<file path="src/rtl/mm_conduit_bridge.sv">
// Avalon-MM slave: N_OUT RW registers on a conduit, synchronised inputs with W1C edge capture and masked irq.
// Read latency 1 cycle, writes take effect on the strobe edge; no backpressure (always ready, no waitrequest).
module mm_conduit_bridge #(
    parameter int N_OUT       = 2,
    parameter int IN_W        = 3,
    parameter int SYNC_STAGES = 2
) (
    input  logic                  csi_clk,
    input  logic                  rsi_reset_n,
    input  logic [3:0]            avs_s0_address,
    input  logic                  avs_s0_write,
    input  logic [31:0]           avs_s0_writedata,
    input  logic [3:0]            avs_s0_byteenable,
    input  logic                  avs_s0_read,
    output logic [31:0]           avs_s0_readdata,
    input  logic [IN_W-1:0]       coe_c1_in_sig,
    output logic [32*N_OUT-1:0]   coe_c0_conduit,
    output logic                  ins_irq_irq
);

    localparam logic [3:0] A_IN   = 4'(N_OUT);
    localparam logic [3:0] A_EDGE = 4'(N_OUT + 1);
    localparam logic [3:0] A_MASK = 4'(N_OUT + 2);
    localparam logic [3:0] A_RISE = 4'(N_OUT + 3);
    localparam logic [3:0] A_FALL = 4'(N_OUT + 4);

    localparam int              CW       = $clog2(SYNC_STAGES + 2);
    localparam logic [CW-1:0]   ARM_DONE = CW'(SYNC_STAGES + 1);

    logic [31:0]     out_q [N_OUT];
    logic [IN_W-1:0] sync_q [SYNC_STAGES];
    logic [IN_W-1:0] prev_q;
    logic [IN_W-1:0] edge_q;
    logic [IN_W-1:0] mask_q;
    logic [IN_W-1:0] rise_en_q;
    logic [IN_W-1:0] fall_en_q;
    logic [CW-1:0]   arm_q;

    logic [31:0]     be_mask;
    logic [IN_W-1:0] syn;
    logic [IN_W-1:0] set_bits;
    logic [IN_W-1:0] clr_bits;
    logic [IN_W-1:0] edge_d;
    logic [31:0]     rd_mux;
    logic            wr_edge;
    logic            wr_mask;
    logic            wr_rise;
    logic            wr_fall;

    function automatic logic [IN_W-1:0] merge_narrow(input logic [IN_W-1:0] cur,
                                                     input logic [31:0]     wd,
                                                     input logic [31:0]     bm);
        return (cur & ~bm[IN_W-1:0]) | (wd[IN_W-1:0] & bm[IN_W-1:0]);
    endfunction

    function automatic logic [31:0] zext(input logic [IN_W-1:0] v);
        logic [31:0] r;
        r          = '0;
        r[IN_W-1:0] = v;
        return r;
    endfunction

    assign be_mask = {{8{avs_s0_byteenable[3]}}, {8{avs_s0_byteenable[2]}},
                      {8{avs_s0_byteenable[1]}}, {8{avs_s0_byteenable[0]}}};

    assign syn     = sync_q[SYNC_STAGES-1];
    assign wr_edge = avs_s0_write && (avs_s0_address == A_EDGE);
    assign wr_mask = avs_s0_write && (avs_s0_address == A_MASK);
    assign wr_rise = avs_s0_write && (avs_s0_address == A_RISE);
    assign wr_fall = avs_s0_write && (avs_s0_address == A_FALL);

    // Capture held off until the sync chain and prev hold real post-reset samples.
    assign set_bits = (arm_q == ARM_DONE)
                    ? ((syn & ~prev_q & rise_en_q) | (~syn & prev_q & fall_en_q))
                    : '0;
    assign clr_bits = wr_edge ? (avs_s0_writedata[IN_W-1:0] & be_mask[IN_W-1:0]) : '0;
    assign edge_d   = (edge_q & ~clr_bits) | set_bits;

    always_comb begin
        rd_mux = '0;
        for (int k = 0; k < N_OUT; k++) begin
            if (avs_s0_address == 4'(k)) begin
                rd_mux = out_q[k];
            end
        end
        if (avs_s0_address == A_IN) begin
            rd_mux = zext(syn);
        end else if (avs_s0_address == A_EDGE) begin
            rd_mux = zext(edge_q);
        end else if (avs_s0_address == A_MASK) begin
            rd_mux = zext(mask_q);
        end else if (avs_s0_address == A_RISE) begin
            rd_mux = zext(rise_en_q);
        end else if (avs_s0_address == A_FALL) begin
            rd_mux = zext(fall_en_q);
        end
    end

    always_ff @(posedge csi_clk) begin
        if (!rsi_reset_n) begin
            for (int k = 0; k < N_OUT; k++) begin
                out_q[k] <= '0;
            end
            for (int s = 0; s < SYNC_STAGES; s++) begin
                sync_q[s] <= '0;
            end
            prev_q          <= '0;
            edge_q          <= '0;
            mask_q          <= '0;
            rise_en_q       <= '0;
            fall_en_q       <= '0;
            arm_q           <= '0;
            avs_s0_readdata <= '0;
            coe_c0_conduit  <= '0;
            ins_irq_irq     <= 1'b0;
        end else begin
            sync_q[0] <= coe_c1_in_sig;
            for (int s = 1; s < SYNC_STAGES; s++) begin
                sync_q[s] <= sync_q[s-1];
            end
            prev_q <= syn;

            if (arm_q != ARM_DONE) begin
                arm_q <= arm_q + 1'b1;
            end

            edge_q      <= edge_d;
            ins_irq_irq <= |(edge_q & mask_q);

            if (wr_mask) mask_q    <= merge_narrow(mask_q,    avs_s0_writedata, be_mask);
            if (wr_rise) rise_en_q <= merge_narrow(rise_en_q, avs_s0_writedata, be_mask);
            if (wr_fall) fall_en_q <= merge_narrow(fall_en_q, avs_s0_writedata, be_mask);

            // Conduit lags OUT by one cycle so fabric sees a clean registered copy.
            for (int k = 0; k < N_OUT; k++) begin
                if (avs_s0_write && (avs_s0_address == 4'(k))) begin
                    out_q[k] <= (out_q[k] & ~be_mask) | (avs_s0_writedata & be_mask);
                end
                coe_c0_conduit[32*k +: 32] <= out_q[k];
            end

            avs_s0_readdata <= avs_s0_read ? rd_mux : '0;
        end
    end

endmodule

</file>
<file path="config.mk">
export PLATFORM = sky130hd
export DESIGN_NAME = mm_conduit_bridge
export DESIGN_NICKNAME = d
export VERILOG_FILES = /design/src/rtl/mm_conduit_bridge.sv
export SDC_FILE = /design/constraint.sdc
export NUM_CORES = 1
export LEC_CHECK = 0
export ABC_AREA = 1
export CORE_ASPECT_RATIO = 1.75
export CORE_MARGIN = 3
export CORE_UTILIZATION = 55
export DETAILED_ROUTE_END_ITERATION = 16
export MAX_ROUTING_LAYER = met4
export PLACE_DENSITY = 0.85
export SYNTH_ARGS = -nofsm -noshare
export SYNTH_HDL_FRONTEND = slang
export SYNTH_SLANG_ARGS = --single-unit
export TNS_END_PERCENT = 100
</file>
<file path="constraint.sdc">
create_clock -name csi_clk -period 11.9 [get_ports csi_clk]
set_input_delay 2.975 -clock csi_clk [delete_from_list [all_inputs] [get_ports csi_clk]]
set_output_delay 2.975 -clock csi_clk [all_outputs]
set_load 0.02 [all_outputs]
</file>
-- Yosys cells after proc, flatten, opt, wreduce, memory -nomap -nowiden
Memories as Yosys holds them, arrays and structs flattened.
Index checks and enable logic that the tools add are counted.
- RAM bits: 70
- memories kept: 2
- logic and storage cells: 83
- register bits after elaboration: 114
- equality and inequality tests: 8
- bitwise gates (word level): 31
- multiplexer cells: 21
- reduce and logical (&&, ||, !) cells: 10
- add/subtract/negate cells: 1
- memory list (name ; words ; bits a word ; read ports ; clocked after memory_dff ; wr ports ; RTL line ; text):
    out_q ; 2 ; 32 ; 2 ; 0 ; 2 ; 30 ; logic [31:0] out_q [N_OUT];
    sync_q ; 2 ; 3 ; 2 ; 0 ; 2 ; 31 ; logic [IN_W-1:0] sync_q [SYNC_STAGES];
- operator list (cell ; number):
    32-bit 2-to-1 mux ; 4
    32-bit bitwise AND ; 3
    32-bit OR ; 2
    32-bit NOT ; 1
    3-bit bitwise AND ; 10
    3-bit 2-to-1 mux ; 9
    3-bit OR ; 5
    4-bit by 3-bit == test with 1-bit output (second input constant) ; 3
    3-bit NOT ; 4
    4-bit by 2-bit == test with 1-bit output (second input constant) ; 2
    1-bit 2-to-1 mux ; 8
    7-bit OR reduction ; 1
    1-bit logical AND ; 6
    4-bit by 1-bit == test with 1-bit output (second input constant) ; 1
    4-bit logical NOT ; 1
    1-bit OR ; 4
    3-bit OR reduction ; 1
    2-bit by 1-bit adder with 2-bit output (second input constant) ; 1
    2-bit == test (second input constant) ; 1
    2-bit inequality test (second input constant) ; 1
    1-bit NOT ; 2
    2-bit AND reduction ; 1

-- Logic depth before layout (Yosys ltp)
Gate-level depths: netlist of run 1.
- word-level depth: 8
- mapped depth: 8
- mapped depth without buffers: 8

-- Worst setup path before layout of run 1
No wires, ideal clock.
- path type: input to register
- start: in avs_s0_address[1]
- end: mem out_q[0][0] (enable)
- cell stages on the path: 3
- required time: 11434 ps
- buffers on the path: 0
- path slack: 5874 ps
- data arrival time: 5560 ps
- cells stage by stage: nor2_1 -> nand2_1 -> o21ai_0
- RTL lines (what ; RTL line ; text):
    start, declared ; 10 ; input logic [3:0] avs_s0_address,
    end, declared ; 30 ;

==> results of run 1 <==
state kept, by name (all words and copies together), names as in the netlist, named ones only:
name / count
out_q: 64
avs_s0_readdata: 32
sync_q: 6
edge_q: 3
coe_c0_conduit: 64
prev_q: 3
arm_q: 2
ins_irq_irq: 1
critical path, stage by stage:
cell,delay (ns)
clkdlybuf4s50_1,0.46
nor2_2,0.44
nand2_1,0.21
inv_2,0.53
o211ai_4,0.13
buf_4,0.36
nor2_1,0.22
cells in the final DEF (no fill, tap or decap), drive strengths merged, types with 6 or more instances in the layout:
cell type and n:
a21oi 108, clkbuf 20, clkdlybuf4s50 142, clkinv 6, dfxtp 120, edfxtp 64, inv 135, nand2 200
nand3 21, nor2 83, o21ai 13
cells by family (layout without fill, tap and decap cells):
group                      count (synthesis)  after routing  synth area share [%]
adders and majority gates                  1              1                 0.182
DFF                                      184            184                  62.8
AOI/OAI and AO/OA                        123            123                  9.24
and+or+nand+nor                          307            307                  17.4
xor gates and xnor gates                   1              1                 0.127
buffers and inverters                    165            309                  10.2
layer usage:
layer,wire length [um],GRT usage (%),part of all wire (%),vias up
li1,-,-,-,2683
met5,0,-,0,-
met4,801,12.9,4.6,0
met1,5860,26.3,34,2610
met3,1010,5.09,5.8,57
met2,9740,48.0,56,253
worst max-delay path by stage:
stage | start | to | cells after the start
6_report | avs_s0_address[3] | out_q[0][56] | 7
5_1_grt | avs_s0_address[3] | out_q[0][56] | 7
4_1_cts | avs_s0_address[3] | out_q[0][56] | 7
3_5_place_dp | avs_s0_address[3] | out_q[0][17] | 7
3_3_place_gp | avs_s0_address[3] | out_q[0][50] | 7
2_1_floorplan | avs_s0_address[1] | out_q[0][0] | 3
layout make-up:
cell class | count | area (um2) | area share (%)
clock buffers | 20 | 468 | 5.23
clock inverters | 12 | 114 | 1.27
inverters | 132 | 495 | 5.54
multi-input cells | 432 | 1890 | 21.2
flip-flops and latches | 184 | 4320 | 48.4
well taps | 165 | 206 | 2.31
repair buffers | 145 | 1440 | 16.1
power by group through the flow:
stage                     Combinational [mW]  Clock, mW  Sequential (mW)
final                                  0.108      0.551            0.688
after global routing                   0.118      0.580            0.690
after CTS                              0.108      0.554            0.687
after detailed placement               0.107          0            0.701
after global placement                 0.104          0            0.700
after floorplan                       0.0465          0            0.709
per-stage QoR:
step | setup slack [ns] | utilization [%]
finish | 6.79 | 73.7
global route | 6.62 | 73.7
CTS | 6.82 | 73.7
detailed placement | 6.45 | 68.9
global placement | 6.53 | 68.9
floorplan | 5.87 | -
==> metrics.yaml, run 1 <==
status: "completed"
p_sw_share_pct: 23.8
io_pins: 144
fp.dieArea_um2: 13900
cts_tree: "built"
syn2layout_area_growth_pct: 30.0
whs_ns: 0.419
p_comb_share_pct: 8.0
p_leak_nw: 4.06
clock_latency_ns: 0.42
post-route-min-period_ns: 5.11
hp-start: "sync_q[0][2]"
crit_arrival_ns: 5.38
synth_edf_count: 64
power_mw: 1.35
r2r_cells: 5
dpl-instance-area_um2: 8360
ctsResizeCount: 0
hp-class: "flip-flop to flip-flop"
syn_nets: 829
wl_mm: 17.4
synth_cell_type_count: 20
synth.area.top_cells: "dfxtp_1 35%, edfxtp_1 28%, nand2_1 11%, a21oi_1 7.9%, inv_1 7.0%"
gr-usage-all-layers_pct: 26.3
final_nets: 960
reg2reg_slack_ns: 10.81
nFillCells: 866
overflow: 0
r2r-start: "arm_q[0]"
fp.dieW_um: 90.6
syn-cell-area_um2: 6880
reg2reg_to: "edge_q[1]"
report.final.slew_viol_count: 0
grt_pass1_wl_mm: 28.1
worstSetupEndpointType: "flip-flop"
drv_cap: 0
first_global_vias: 5793
internal-power_mw: 1.03
final.setup_skew_ns: 0.00864
vias: 5603
yosysWarnings: 0
synthCells: 781
die_y_um: 154
cts_made_buffers: 17
gp_congestion: 0.933
hold_viol: 0
antenna_cells: 0
switchingPower_uw: 321
grt_start_max_net_pins: 85
synth_seq_cells: 184
h-tree-depth: 4
via_per_inst: 5.14
avgSynthCellArea_um2: 8.81
period_share_pct: 43.0
tightest_slew_ns: 1.11
async_flop_share_pct: 0
synth.top_cells.by_count: "200 x nand2_1, 128 x inv_1, 120 x dfxtp_1, 108 x a21oi_1, 79 x nor2_1"
core-area_um2: 12100
cts_setup_buffers: 0
clkPwrFrac_pct: 40.9
fmax_mhz: 196
cts-root-buf: "clkbuf_16"
start_util_pct: 56.7
first_iter_violations: 425
slew_headroom_pct: 25.6
stdcell_count: 1090
core.rowCount: 53
first_pass_iters: 5
path_class: "input port to flip-flop"
cts.sinks: 184
portBuffers: 143
hpwl_mm: 11.7
synth_most_common_cell: "nand2_1"
antenna_found_initial: 0
worstHoldEndpoint: "sync_q[0][5]"
seq_power_share_pct: 51.1
yosysTopAreaCellShare_pct: 34.9
drive_gt1_share_pct: 4.65
crit_path_max_fanout: 64
rsz0062_at_grt: "no"
ys_seq_area_share_pct: 62.8
hold_buffers: 0
ant_nets: 0
crit_path_start_kind: "input port"
peakVddDrop_mv: 0.156
cellPowerDensity_nw_per_um2: 151
synth.largest_area_cell: "dfxtp_1"
fin_area_um2: 8940
place_inst: 1058
finalSetupViolCount: 0
cp.required_ns: 12.16
path_clk_slew_ns: 0.07
synth_ff_type: "dfxtp_1"
whs_path_depth: 2
clockBufferDepth: 2
wl_per_cell_um: 16.0
drc: 0
tns_ns: 0
Note: power is estimated with default switching activity, not from simulation.
==> run 2, diff against run 1 <==
--- a/config.mk
+++ b/config.mk
@@ -8,10 +8,10 @@
 export ABC_AREA = 1
 export CORE_ASPECT_RATIO = 1.75
 export CORE_MARGIN = 3
-export CORE_UTILIZATION = 55
+export CORE_UTILIZATION = 51
 export DETAILED_ROUTE_END_ITERATION = 16
 export MAX_ROUTING_LAYER = met4
-export PLACE_DENSITY = 0.85
+export PLACE_DENSITY = 0.8
 export SYNTH_ARGS = -nofsm -noshare
 export SYNTH_HDL_FRONTEND = slang
 export SYNTH_SLANG_ARGS = --single-unit
==> constraint.sdc (replaced) <==
create_clock -name csi_clk -period 5.1 [get_ports csi_clk]
set_input_delay 1.275 -clock csi_clk [delete_from_list [all_inputs] [get_ports csi_clk]]
set_output_delay 1.275 -clock csi_clk [all_outputs]
set_load 0.02 [all_outputs]
==> metrics.yaml, run 2 (synthesized netlist as in run 1, its figures left out) <==
tightest_slew_ns: 1.28
hold_buffers: 0
crit_family: "buffers and inverters"
post-route-min-period_ns: 3.76
first_iter_violations: 328
grt_pass1_wl_mm: 26.6
peakVddDrop_mv: 0.243
clockBufferDepth: 2
cp.required_ns: 5.27
syn2layout_area_growth_pct: 29.9
overflow: 0
p_leak_nw: 4.06
ant_nets: 0
antenna_found_initial: 0
finalSetupViolCount: 0
report.final.slew_viol_count: 0
start_util_pct: 52.6
rsz0062_at_grt: "no"
cts_tree: "built"
die_y_um: 160
final.setup_skew_ns: 0.0113
crit_path_max_fanout: 49
cts-root-buf: "clkbuf_16"
top_regs: "coe_c0_conduit (64), out_q (64), avs_s0_readdata (32)"
crit_chain: "clkdlybuf4s50_1 > nor2_2 > nand2_1 > inv_2 > o211ai_4 > buf_4 > nor2_1"
worstSetupEndpointType: "flip-flop"
slew_headroom_pct: 14.1
drive_gt1_share_pct: 4.86
wl_per_cell_um: 15.2
path_clk_slew_ns: 0.06
status: "completed"
crit_path_start_kind: "input port"
drc: 0
cts.sinks: 184
cellPowerDensity_nw_per_um2: 347
io_pins: 144
utilization_pct: 68.3
crit_buf_inv: 3
vias: 5467
grt_start_max_net_pins: 54
fp.dieArea_um2: 15000
path_class: "input port to flip-flop"
portBuffers: 143
drv_cap: 0
cts_setup_buffers: 0
clock_latency_ns: 0.43
first_global_vias: 5483
tns_ns: 0
first_pass_iters: 5
hp-class: "flip-flop to flip-flop"
final_cell_mix: "200 x nand2_1, 142 x clkdlybuf4s50_1, 128 x inv_1"
wl_mm: 16.6
gp_congestion: 0.998
cts_made_buffers: 17
crit_arrival_ns: 3.94
slowest_stage: "o211ai_4"
final_nets: 960
hold_viol: 0
via_per_inst: 4.99
fmax_mhz: 266
core.rowCount: 55
antenna_cells: 0
hpwl_mm: 11.7
core-area_um2: 13100
h-tree-depth: 4
period_share_pct: 73.8
gr-usage-all-layers_pct: 23.7
final_common_cell: "nand2_1"
ctsResizeCount: 0
cp_slowest_stage_delay_ns: 1.08
fp.dieW_um: 93.8
[run 2: cell types whose count changed in the layout (fill, tap and decap cells not counted), sizes merged]
| cell | before | now |
|---|---|---|
| clkinv | 6 | 5 |
| clkinvlp | 2 | 3 |
| bufinv | 1 | 0 |
| inv | 135 | 137 |
| clkbuf | 20 | 19 |
[run 2: area by class of cell]
| class | instances | area (um2) |
|---|---|---|
| Clock buffer | 19 | 454 |
| Clock inverter | 13 | 110 |
| Fill cell | 1043 | 4140 |
| Inverter | 132 | 495 |
| Multi-Input combinational cell | 432 | 1890 |
| Sequential cell | 184 | 4320 |
| Tap cell | 171 | 214 |
| Timing Repair Buffer | 145 | 1440 |
[run 2: layer usage]
layer	GRT usage [%]	wire (um)	part of all wire, %
met4	11.5	714	4.3
met1	23.5	5800	35
met3	5.00	833	5.0
met2	42.7	9300	56
met5	-	0	0
[run 2: worst min-delay path: cells and delay by family (launching register included)]
kind	cells	cell delay (ns)
flip-flops	1	0.31
buffers and inverters	1	0.04
AND/OR/NAND/NOR	1	0.05
[run 2: through the flow]
| step | std cells | instance area, um2 | hold WS (ns) | setup WS (ns) | total power [mW] |
|---|---|---|---|---|---|
| CTS | 1096 | 8930 | 0.426 | 1.39 | 3.11 |
| finish | 1096 | 8930 | 0.419 | 1.34 | 3.10 |
| global route | 1096 | 8930 | 0.448 | 1.16 | 3.20 |
| floorplan | 781 | 6880 | 0.390 | 0.774 | 1.76 |
| detailed placement | 1064 | 8370 | 0.408 | 0.954 | 1.88 |
| global placement | 1064 | 8370 | 0.393 | 1.01 | 1.88 |
[run 2: worst paths after layout]
path | start | slack (ns) | depth (start not counted) | end
min | sync_q[0][1] | 0.42 | 2 | sync_q[0][4]
min reg2reg | sync_q[0][1] | 0.42 | 2 | sync_q[0][4]
max | avs_s0_address[3] | 1.34 | 7 | out_q[0][25]
max reg2reg | arm_q[0] | 3.97 | 5 | edge_q[1]
[run 2: power breakdown]
part           internal (mW)  switching (mW)  total, mW  leakage, nW
sequential              1.57          0.0333       1.60         1.65
clock                  0.667           0.576       1.24        0.271
combinational          0.102           0.148      0.250         2.14
